$ cat src/rtl/pio_csr_bank.sv
// pio_csr_bank: PIO control/status register bank between a valid/write bus and NUM_SM state machines
// Ports: bus_* valid/write access with registered read data; sm_* per-SM config, injection and status;
// fifo_stat/fifo_evt FIFO status and sticky debug events; irq_* IRQ flags; intr_raw/irq_out interrupt lines.
module pio_csr_bank #(
  parameter int NUM_SM  = 4,
  parameter int NUM_IRQ = 2,
  parameter int ADDR_W  = 10
) (
  input  logic                 clk,
  input  logic                 rst,
  input  logic                 bus_valid_i,
  input  logic                 bus_write_i,
  input  logic [ADDR_W-1:0]    bus_addr_i,
  input  logic [31:0]          bus_wdata_i,
  output logic [31:0]          bus_rdata_o,
  output logic                 bus_rvalid_o,
  output logic [NUM_SM-1:0]    sm_en_o,
  output logic [NUM_SM-1:0]    sm_restart_o,
  output logic [NUM_SM-1:0]    clkdiv_restart_o,
  input  logic [4*NUM_SM-1:0]  fifo_stat_i,
  input  logic [4*NUM_SM-1:0]  fifo_evt_i,
  input  logic [7:0]           irq_set_i,
  input  logic [7:0]           irq_clr_i,
  output logic [7:0]           irq_flags_o,
  output logic [24*NUM_SM-1:0] sm_clkdiv_o,
  output logic [32*NUM_SM-1:0] sm_execctrl_o,
  output logic [16*NUM_SM-1:0] sm_shiftctrl_o,
  output logic [32*NUM_SM-1:0] sm_pinctrl_o,
  input  logic [5*NUM_SM-1:0]  sm_pc_i,
  input  logic [16*NUM_SM-1:0] sm_cur_instr_i,
  output logic [16*NUM_SM-1:0] sm_instr_o,
  output logic [NUM_SM-1:0]    sm_instr_stb_o,
  input  logic [3*NUM_SM-1:0]  intr_raw_i,
  output logic [NUM_IRQ-1:0]   irq_out_o
);
  localparam int N = NUM_SM;
  localparam int W = 3 * NUM_SM;
  localparam int INTR_A = 200 + 24 * N;
  function automatic logic [31:0] sm_a(int i, int off);
    return 32'(200 + 24 * i + off);
  endfunction
  function automatic logic [31:0] irq_a(int n, int off);
    return 32'(INTR_A + 4 + 12 * n + off);
  endfunction
  logic [31:0] addr, fstat, fevt, rdata_d, rdata_q, fdebug_q, fdebug_d;
  logic [N-1:0] en_q, restart_q, cdr_q, stb_q;
  logic [7:0] irq_q, irq_d;
  logic [24*N-1:0] clkdiv_q;
  logic [32*N-1:0] exec_q, pin_q;
  logic [16*N-1:0] shift_q, instr_q;
  logic [W*NUM_IRQ-1:0] inte_q, intf_q, ints;
  logic [NUM_IRQ-1:0] irq_out_q, irq_out_d;
  logic rvalid_q, wr, rd;
  assign addr = 32'(bus_addr_i);
  assign wr = bus_valid_i & bus_write_i;
  assign rd = bus_valid_i & ~bus_write_i;
  always_comb begin
    fstat = '0;
    fevt = '0;
    ints = '0;
    irq_out_d = '0;
    // status/debug word: field k of every SM packed at [8k +: NUM_SM]
    for (int i = 0; i < N; i++)
      for (int k = 0; k < 4; k++) begin
        fstat[8*k+i] = fifo_stat_i[4*i+k];
        fevt[8*k+i] = fifo_evt_i[4*i+k];
      end
    for (int n = 0; n < NUM_IRQ; n++) begin
      ints[W*n+:W] = (intr_raw_i & inte_q[W*n+:W]) | intf_q[W*n+:W];
      irq_out_d[n] = |ints[W*n+:W];
    end
    // hardware set is OR-ed in last so a same-cycle event survives a W1C
    fdebug_d = (fdebug_q & ~(wr && addr == 32'h8 ? bus_wdata_i : 32'h0)) | fevt;
    irq_d = (irq_q & ~(wr && addr == 32'h30 ? bus_wdata_i[7:0] : 8'h0) & ~irq_clr_i) | irq_set_i;
    rdata_d = '0;
    if (addr == 32'h0) rdata_d = 32'(en_q);
    if (addr == 32'h4) rdata_d = fstat;
    if (addr == 32'h8) rdata_d = fdebug_q;
    if (addr == 32'h30) rdata_d = 32'(irq_q);
    if (addr == 32'h44) rdata_d = {10'b0, 6'd32, 4'b0, 4'(NUM_SM), 2'b0, 6'd4};
    for (int i = 0; i < N; i++) begin
      if (addr == sm_a(i, 0)) rdata_d = {clkdiv_q[24*i+:24], 8'h0};
      if (addr == sm_a(i, 4)) rdata_d = exec_q[32*i+:32];
      if (addr == sm_a(i, 8)) rdata_d = {shift_q[16*i+:16], 16'h0};
      if (addr == sm_a(i, 12)) rdata_d = 32'(sm_pc_i[5*i+:5]);
      if (addr == sm_a(i, 16)) rdata_d = 32'(sm_cur_instr_i[16*i+:16]);
      if (addr == sm_a(i, 20)) rdata_d = pin_q[32*i+:32];
    end
    if (addr == 32'(INTR_A)) rdata_d = 32'(intr_raw_i);
    for (int n = 0; n < NUM_IRQ; n++) begin
      if (addr == irq_a(n, 0)) rdata_d = 32'(inte_q[W*n+:W]);
      if (addr == irq_a(n, 4)) rdata_d = 32'(intf_q[W*n+:W]);
      if (addr == irq_a(n, 8)) rdata_d = 32'(ints[W*n+:W]);
    end
  end
  always_ff @(posedge clk) begin
    if (rst) begin
      en_q <= '0;
      restart_q <= '0;
      cdr_q <= '0;
      stb_q <= '0;
      fdebug_q <= '0;
      irq_q <= '0;
      clkdiv_q <= {N{24'h000100}};
      exec_q <= {N{32'h0001_F000}};
      shift_q <= {N{16'h000C}};
      pin_q <= {N{32'h1400_0000}};
      instr_q <= '0;
      inte_q <= '0;
      intf_q <= '0;
      irq_out_q <= '0;
      rvalid_q <= 1'b0;
      rdata_q <= '0;
    end else begin
      restart_q <= '0;
      cdr_q <= '0;
      stb_q <= '0;
      fdebug_q <= fdebug_d;
      irq_q <= irq_d;
      irq_out_q <= irq_out_d;
      rvalid_q <= rd;
      if (rd) rdata_q <= rdata_d;
      if (wr && addr == 32'h0) begin
        en_q <= bus_wdata_i[N-1:0];
        restart_q <= bus_wdata_i[8+:N];
        cdr_q <= bus_wdata_i[16+:N];
      end
      for (int i = 0; i < N; i++) begin
        if (wr && addr == sm_a(i, 0)) clkdiv_q[24*i+:24] <= bus_wdata_i[31:8];
        if (wr && addr == sm_a(i, 4)) exec_q[32*i+:32] <= bus_wdata_i & 32'h7FFF_FF9F;
        if (wr && addr == sm_a(i, 8)) shift_q[16*i+:16] <= bus_wdata_i[31:16];
        if (wr && addr == sm_a(i, 16)) begin
          instr_q[16*i+:16] <= bus_wdata_i[15:0];
          stb_q[i] <= 1'b1;
        end
        if (wr && addr == sm_a(i, 20)) pin_q[32*i+:32] <= bus_wdata_i;
      end
      for (int n = 0; n < NUM_IRQ; n++) begin
        if (wr && addr == irq_a(n, 0)) inte_q[W*n+:W] <= bus_wdata_i[W-1:0];
        if (wr && addr == irq_a(n, 4)) intf_q[W*n+:W] <= bus_wdata_i[W-1:0];
      end
    end
  end
  assign bus_rdata_o = rdata_q;
  assign bus_rvalid_o = rvalid_q;
  assign sm_en_o = en_q;
  assign sm_restart_o = restart_q;
  assign clkdiv_restart_o = cdr_q;
  assign irq_flags_o = irq_q;
  assign sm_clkdiv_o = clkdiv_q;
  assign sm_execctrl_o = exec_q;
  assign sm_shiftctrl_o = shift_q;
  assign sm_pinctrl_o = pin_q;
  assign sm_instr_o = instr_q;
  assign sm_instr_stb_o = stb_q;
  assign irq_out_o = irq_out_q;
endmodule
$ cat config.mk
export PLATFORM = sky130hd
export DESIGN_NAME = pio_csr_bank
export DESIGN_NICKNAME = d
export VERILOG_FILES = /design/src/rtl/pio_csr_bank.sv
export SDC_FILE = /design/constraint.sdc
export NUM_CORES = 2
export LEC_CHECK = 0
export ABC_AREA = 1
export BUFFER_PORTS_ARGS = -buffer_cell sky130_fd_sc_hd__buf_2
export CORE_AREA = 5 5 282 284
export CTS_CLUSTER_DIAMETER = 200
export DETAILED_ROUTE_END_ITERATION = 8
export DIE_AREA = 0 0 287 289
export GPL_ROUTABILITY_DRIVEN = 0
export GPL_TIMING_DRIVEN = 0
export PLACE_DENSITY = 0.61
export SLEW_MARGIN = 25
export SYNTH_ARGS = -nofsm -noshare
export SYNTH_HDL_FRONTEND = slang
export SYNTH_SLANG_ARGS = --single-unit
$ cat constraint.sdc
create_clock -name clk -period 8 [get_ports clk]
set_input_delay 1.6 -clock clk [delete_from_list [all_inputs] [get_ports clk]]
set_output_delay 1.6 -clock clk [all_outputs]
set_load 0.1 [all_outputs]
### After elaboration in Yosys (flattened, before gate mapping)

Cells that the tools add are included.

* $lt $le $gt $ge: 0
* $mul: 0
* mux-type cells: 42
* shifts and indexed selects: 0
* add/sub/neg operators: 0
* bitwise logic cells: 16
* eq/ne operators: 35
* div/mod/pow operators: 0
* reductions and logical operators: 31

Operators with widths (count)
* $mux W32: 35
* $eq A10 B9 Y1 const B: 17
* $eq A10 B8 Y1 const B: 14
* $and A32 B32 Y32: 1
* $logic_not A32 Y1: 1
* $not A32 Y32: 1
* $or A32 B28 Y32: 1
* $mux W28: 1
* $logic_and A1 B1 Y1: 27
* $and A12 B12 Y12: 2
* $or A12 B12 Y12: 2
* $reduce_or A12 Y1: 2
* $and A8 B8 Y8: 2
* $not A8 Y8: 2
* $eq A10 B3 Y1 const B: 1
* $eq A10 B4 Y1 const B: 1
* $eq A10 B6 Y1 const B: 1
* $eq A10 B7 Y1 const B: 1
* $mux W8: 1
* $or A8 B8 Y8: 1
* $mux W1: 4
* $mux W4: 1
* $and A1 B1 Y1: 2
* $not A1 Y1: 2
* $reduce_or A2 Y1: 1

* input port bits: 190
* word-level logic and storage cells: 157
* memory bits (writable): 0
* output and inout port bits: 539
* bits in registers: 607
* latch bits: 0
* memories kept: 0
* ROM bits: 0

### Logic depth before layout (Yosys ltp)

* depth in word-level cells: 37
* depth in mapped cells: 31
* depth with buffers taken out: 31

### Least setup slack after synthesis

OpenSTA, ideal clock, no wires.

* path type: in2reg
* from: input bus_addr_i[8]
* to: register rdata_q[26] (netlist: bus_rdata_o[26])
* required time: 7.929 ns
* buffers on the path: 2
* library setup time: 0.071 ns
* slack: 4.268 ns
* cell stages on the path: 21
* data arrival time: 3.661 ns
* cell sequence: nor2_2 inv_1 nor2_4 nand2_1 buf_4 inv_2 nor2_2 buf_4 nand4_1 o2111ai_1 nand2_1 o221ai_1 nand4_1 o221ai_1 nand2_1 o211ai_1 nand3_1 o211ai_1 nand2_1 nand2_1 a21oi_1

* longest elaborated chain between the ends: 36
* elaborated cells on any way between the ends: 70
* classes of those cells: 35 x eq/ne; 35 x mux

Ends and longest elaborated chain
* start: declaration: RTL line 13 `input logic [ADDR_W-1:0] bus_addr_i,`
* $eq A10 B3 Y1: RTL line 77 `if (addr == 32'h4) rdata_d = fstat;`
* $mux W28: RTL line 77
* $mux W32: RTL line 78 `if (addr == 32'h8) rdata_d = fdebug_q;`
* $mux W32: RTL line 79 `if (addr == 32'h30) rdata_d = 32'(irq_q);`
* $mux W32: RTL line 80 `if (addr == 32'h44) rdata_d = {10'b0, 6'd32, 4'b0, 4'(NUM_SM), 2'b0, 6'd4};`
* $mux W32: RTL line 82 `if (addr == sm_a(i, 0)) rdata_d = {clkdiv_q[24*i+:24], 8'h0};`
* $mux W32: RTL line 83 `if (addr == sm_a(i, 4)) rdata_d = exec_q[32*i+:32];`
* $mux W32: RTL line 84 `if (addr == sm_a(i, 8)) rdata_d = {shift_q[16*i+:16], 16'h0};`
* [... 20 more ...]
* $mux W32: RTL line 87 `if (addr == sm_a(i, 20)) rdata_d = pin_q[32*i+:32];`
* $mux W32: RTL line 89 `if (addr == 32'(INTR_A)) rdata_d = 32'(intr_raw_i);`
* $mux W32: RTL line 91 `if (addr == irq_a(n, 0)) rdata_d = 32'(inte_q[W*n+:W]);`
* $mux W32: RTL line 92 `if (addr == irq_a(n, 4)) rdata_d = 32'(intf_q[W*n+:W]);`
* $mux W32: RTL line 93 `if (addr == irq_a(n, 8)) rdata_d = 32'(ints[W*n+:W]);`
* $mux W32: RTL line 91
* $mux W32: RTL line 92
* $mux W32 (*): RTL line 93
* end signal: assignment: RTL line 122 `if (rd) rdata_q <= rdata_d;`
* end: declaration: RTL line 45 `logic [31:0] addr, fstat, fevt, rdata_d, rdata_q, fdebug_q, fdebug_d;`

Every way passes the cells marked *; elsewhere a longest branch is shown, timed or not.
A chain may end at the register's enable or synchronous reset.

### Final worst setup path

* from: input bus_addr_i[1]
* to: register rdata_q[6] (netlist: bus_rdata_o[6])

* longest elaborated chain between the ends: 35
* elaborated cells on any way between the ends: 68
* classes of those cells: 34 x eq/ne; 34 x mux

Ends and longest elaborated chain
* $eq A10 B4 Y1: RTL line 78
* $mux W32: RTL line 78
* $mux W32: RTL line 79
* $mux W32: RTL line 80
* $mux W32: RTL line 82
* $mux W32: RTL line 83
* $mux W32: RTL line 84
* $mux W32: RTL line 85 `if (addr == sm_a(i, 12)) rdata_d = 32'(sm_pc_i[5*i+:5]);`
* [... 19 more ...]
* $mux W32: RTL line 87
* $mux W32: RTL line 89
* $mux W32: RTL line 91
* $mux W32: RTL line 92
* $mux W32: RTL line 93
* $mux W32: RTL line 91
* $mux W32: RTL line 92
* $mux W32 (*): RTL line 93

Marks and branches as above.

==> flow_metrics.tcl <==
set metrics [dict create \
    synth-compound-area-share_pct 28.4 \
    setup_tns_ns 0 \
    die_x_um 287 \
    clockBufferDepth 3 \
    port_buffers 711 \
    critical_path_class "in -> reg" \
    synthesis.area_um2 26900 \
    outcome "finished clean" \
    yosysWarnings 0 \
    min_path_type "reg -> reg" \
    min_period_ns 5.27 \
    max_cap_violations 0 \
    io_pins 729 \
    drv_slew 0 \
    power.density_nw_per_um2 197 \
    root_buffer "clkbuf_16" \
    cts_resized 0 \
    rows 102 \
    cts_made_buffers 70 \
    clkTransAtPathRegs_ns 0.06 \
    worst_pin_slew_ns 1.14 \
    finalHoldViolCount 0 \
    synth_top_family_by_area "compound AO/OA/AOI/OAI gates" \
    setup_viol 0 \
    grt_overflow_total 0 \
    drc_errors 0 \
    cp.required_ns 8.50 \
    yosys.area_share.adder_pct 0 \
    cts_hold_buffers 0 \
    clk_latency_ns 0.63 \
    slew-limit-headroom_pct 23.9 \
    coreArea_um2 76800 \
    yosysSeqAreaShare_pct 45.1 \
    post-cts-setup-buffers 0 \
    grt_pass1_vias 28800 \
    synthMuxAreaShare_pct 0 \
    nNetsFinal 4770 \
    drt_iter0_drc 3874 \
    vias 31800 \
    grt_pass1_wl_mm 214 \
    post_route_cells_drive_above_1_share_pct 20.0 \
    synth-main-ff-cell "dfxtp_1" \
    first_pass_iters 7 \
    vdd_ir_drop_max_mv 0.133 \
    netlist_instances 3786 \
    rsz0062_at_grt "false" \
    synth_cell_types 45 \
    syn_to_final_growth_pct 26.7 \
    async_reset_ff_share_pct 0 \
    final_util_pct 44.4 \
    startpoint_type "primary input" \
    dp.final_hpwl_mm 125 \
    cts_htree_levels 3 \
    drt-total-wl_mm 157 \
    via_per_inst 5.59 \
    max_freq_mhz 190 \
    fin_crit_sh_pct 65.8 \
    dieArea_um2 82900 \
    crit_arrival_ns 5.77 \
    cp-end-kind "register" \
    nFillCells 8272 \
    grt_usage_pct 35.6 \
    ant_nets 0 \
    antenna_found_initial 15 \
    routedWlPerCell_um 27.6 \
    synthSimpleGateAreaFrac_pct 14.5 \
    start_util_pct 35.1 \
    p_leak_uw 0.0150 \
    grt_max_degree 14 \
    ys_seq_elements 607 \
    numClockSinks 607 \
    die_height_um 289 \
    synth-xor-area-share_pct 0 \
    finalClockSkew_ns 0.0347 \
    syn_area_per_cell_um2 7.12 \
    synth_edf_count 0 \
    cp_max_fo 11 \
    cts_tree "done" \
]
==> flip-flops by register name, summed over array words and instances (netlist names), 8 cells and up <==
signal and count:
irq_flags_o 8, bus_rdata_o 32, intf_q 24, sm_shiftctrl_o 64, sm_instr_o 64, sm_pinctrl_o 128
sm_clkdiv_o 96, fdebug_q 32, sm_execctrl_o 116, inte_q 24
==> cells in the final DEF, fill, tap and decap left out, types with 3 or more instances in the layout <==
cell / instances
clkbuf_16: 71
dfxtp_1: 607
o22ai_1: 20
a22oi_1: 10
clkbuf_2: 6
nor3_1: 15
inv_1: 518
buf_6: 4
clkbuf_8: 14
nor4_1: 4
nor2_4: 10
nor2_1: 174
nand3_1: 74
clkbuf_1: 236
diode_2: 16
clkinv_1: 11
a221oi_1: 11
o21ai_1: 32
conb_1: 12
clkinv_2: 10
nand2_1: 564
nand3b_1: 13
buf_4: 22
inv_6: 3
o221ai_1: 15
buf_2: 731
a211oi_1: 3
inv_2: 19
o2111ai_1: 19
bufinv_16: 3
a21oi_1: 634
or2_2: 8
nor2_2: 9
o211ai_1: 86
nor3_2: 4
nand4_1: 35
o21ai_0: 594
==> through the flow <==
stage | area (µm²) | total power, µW | hold slack, ns | setup WS, ns | instances
after floorplan | 27000 | 3320 | 0.433 | 4.27 | 3797
after global placement | 31800 | 3550 | 0.431 | 2.33 | 5548
after detailed placement | 31900 | 3550 | 0.437 | 2.34 | 5548
after CTS | 34100 | 6720 | 0.446 | 2.98 | 5665
after global routing | 34100 | 6870 | 0.465 | 2.78 | 5668
final | 34100 | 6730 | 0.445 | 2.73 | 5681
==> cell families after synthesis <==
group,Yosys count
DFF,607
other,1
and+or+nand+nor,919
buffers and inverters,825
AOI/OAI and AO/OA,1434
==> layout make-up <==
cell class / instances / area, µm² / area share (%)
sequential: 607 / 12200 / 35.6
multi-input combinational: 2365 / 11600 / 34.0
timing repair buffer: 711 / 3560 / 10.4
inverter: 548 / 2060 / 6.03
clock buffer: 98 / 2020 / 5.91
tap: 1040 / 1300 / 3.81
buffer: 277 / 1180 / 3.47
clock inverter: 19 / 203 / 0.594
antenna: 16 / 40.0 / 0.117
==> report_power, final <==
| group | internal (µW) | switching, µW |
|---|---|---|
| sequential | 3040 | 8.63 |
| combinational | 88.3 | 358 |
| clock | 1860 | 1380 |
| total | 4980 | 1750 |
==> worst max-delay path: stages <==
cell	delay [ns]
buf_2	0.11
nor2_4	0.29
nand2_1	0.33
nor2_4	0.49
inv_2	0.19
buf_2	0.28
clkbuf_1	0.39
o21ai_0	0.72
nand2_1	0.21
o21ai_0	0.13
o2111ai_1	0.26
o21ai_0	0.16
o2111ai_1	0.18
a21oi_1	0.16
nand3b_1	0.13
nand2_1	0.08
inv_1	0.03
==> Yosys cell counts (all sizes together), types with 10 or more instances <==
cell / number / share of area, %
or2: 10 / 0.23
o22ai: 20 / 0.46
nand2: 565 / 7.9
o211ai: 86 / 2.4
a22oi: 10 / 0.28
nand3: 76 / 1.5
o2111ai: 19 / 0.62
inv: 537 / 7.5
o21ai: 626 / 12
nand4: 37 / 0.91
o221ai: 15 / 0.49
nor3: 21 / 0.51
a221oi: 11 / 0.36
nand3b: 13 / 0.36
dfxtp: 607 / 45
clkinv: 11 / 0.15
clkbuf: 229 / 3.2
a21oi: 635 / 12
buf: 48 / 1.2
nor2: 193 / 3.0
==> path summary, 6_finish.rpt <==
| kind | startpoint | endpoint | slack, ns | cells past startpoint |
|---|---|---|---|---|
| max | bus_addr_i[1] | bus_rdata_o[6] | 2.73 | 17 |
| min | sm_instr_o[39] | sm_instr_o[39] | 0.44 | 2 |
| max reg2reg | irq_flags_o[6] | bus_rdata_o[6] | 5.15 | 12 |
| min reg2reg | sm_instr_o[39] | sm_instr_o[39] | 0.44 | 2 |
==> per-layer routing <==
| metal | GRT usage [%] | wire length (µm) |
|---|---|---|
| met1 | 45.9 | 61200 |
| met2 | 55.5 | 68800 |
| met3 | 10.1 | 18000 |
| met4 | 16.3 | 8580 |
| met5 | 0 | 70 |
Note: power is estimated with default switching activity, not from simulation.
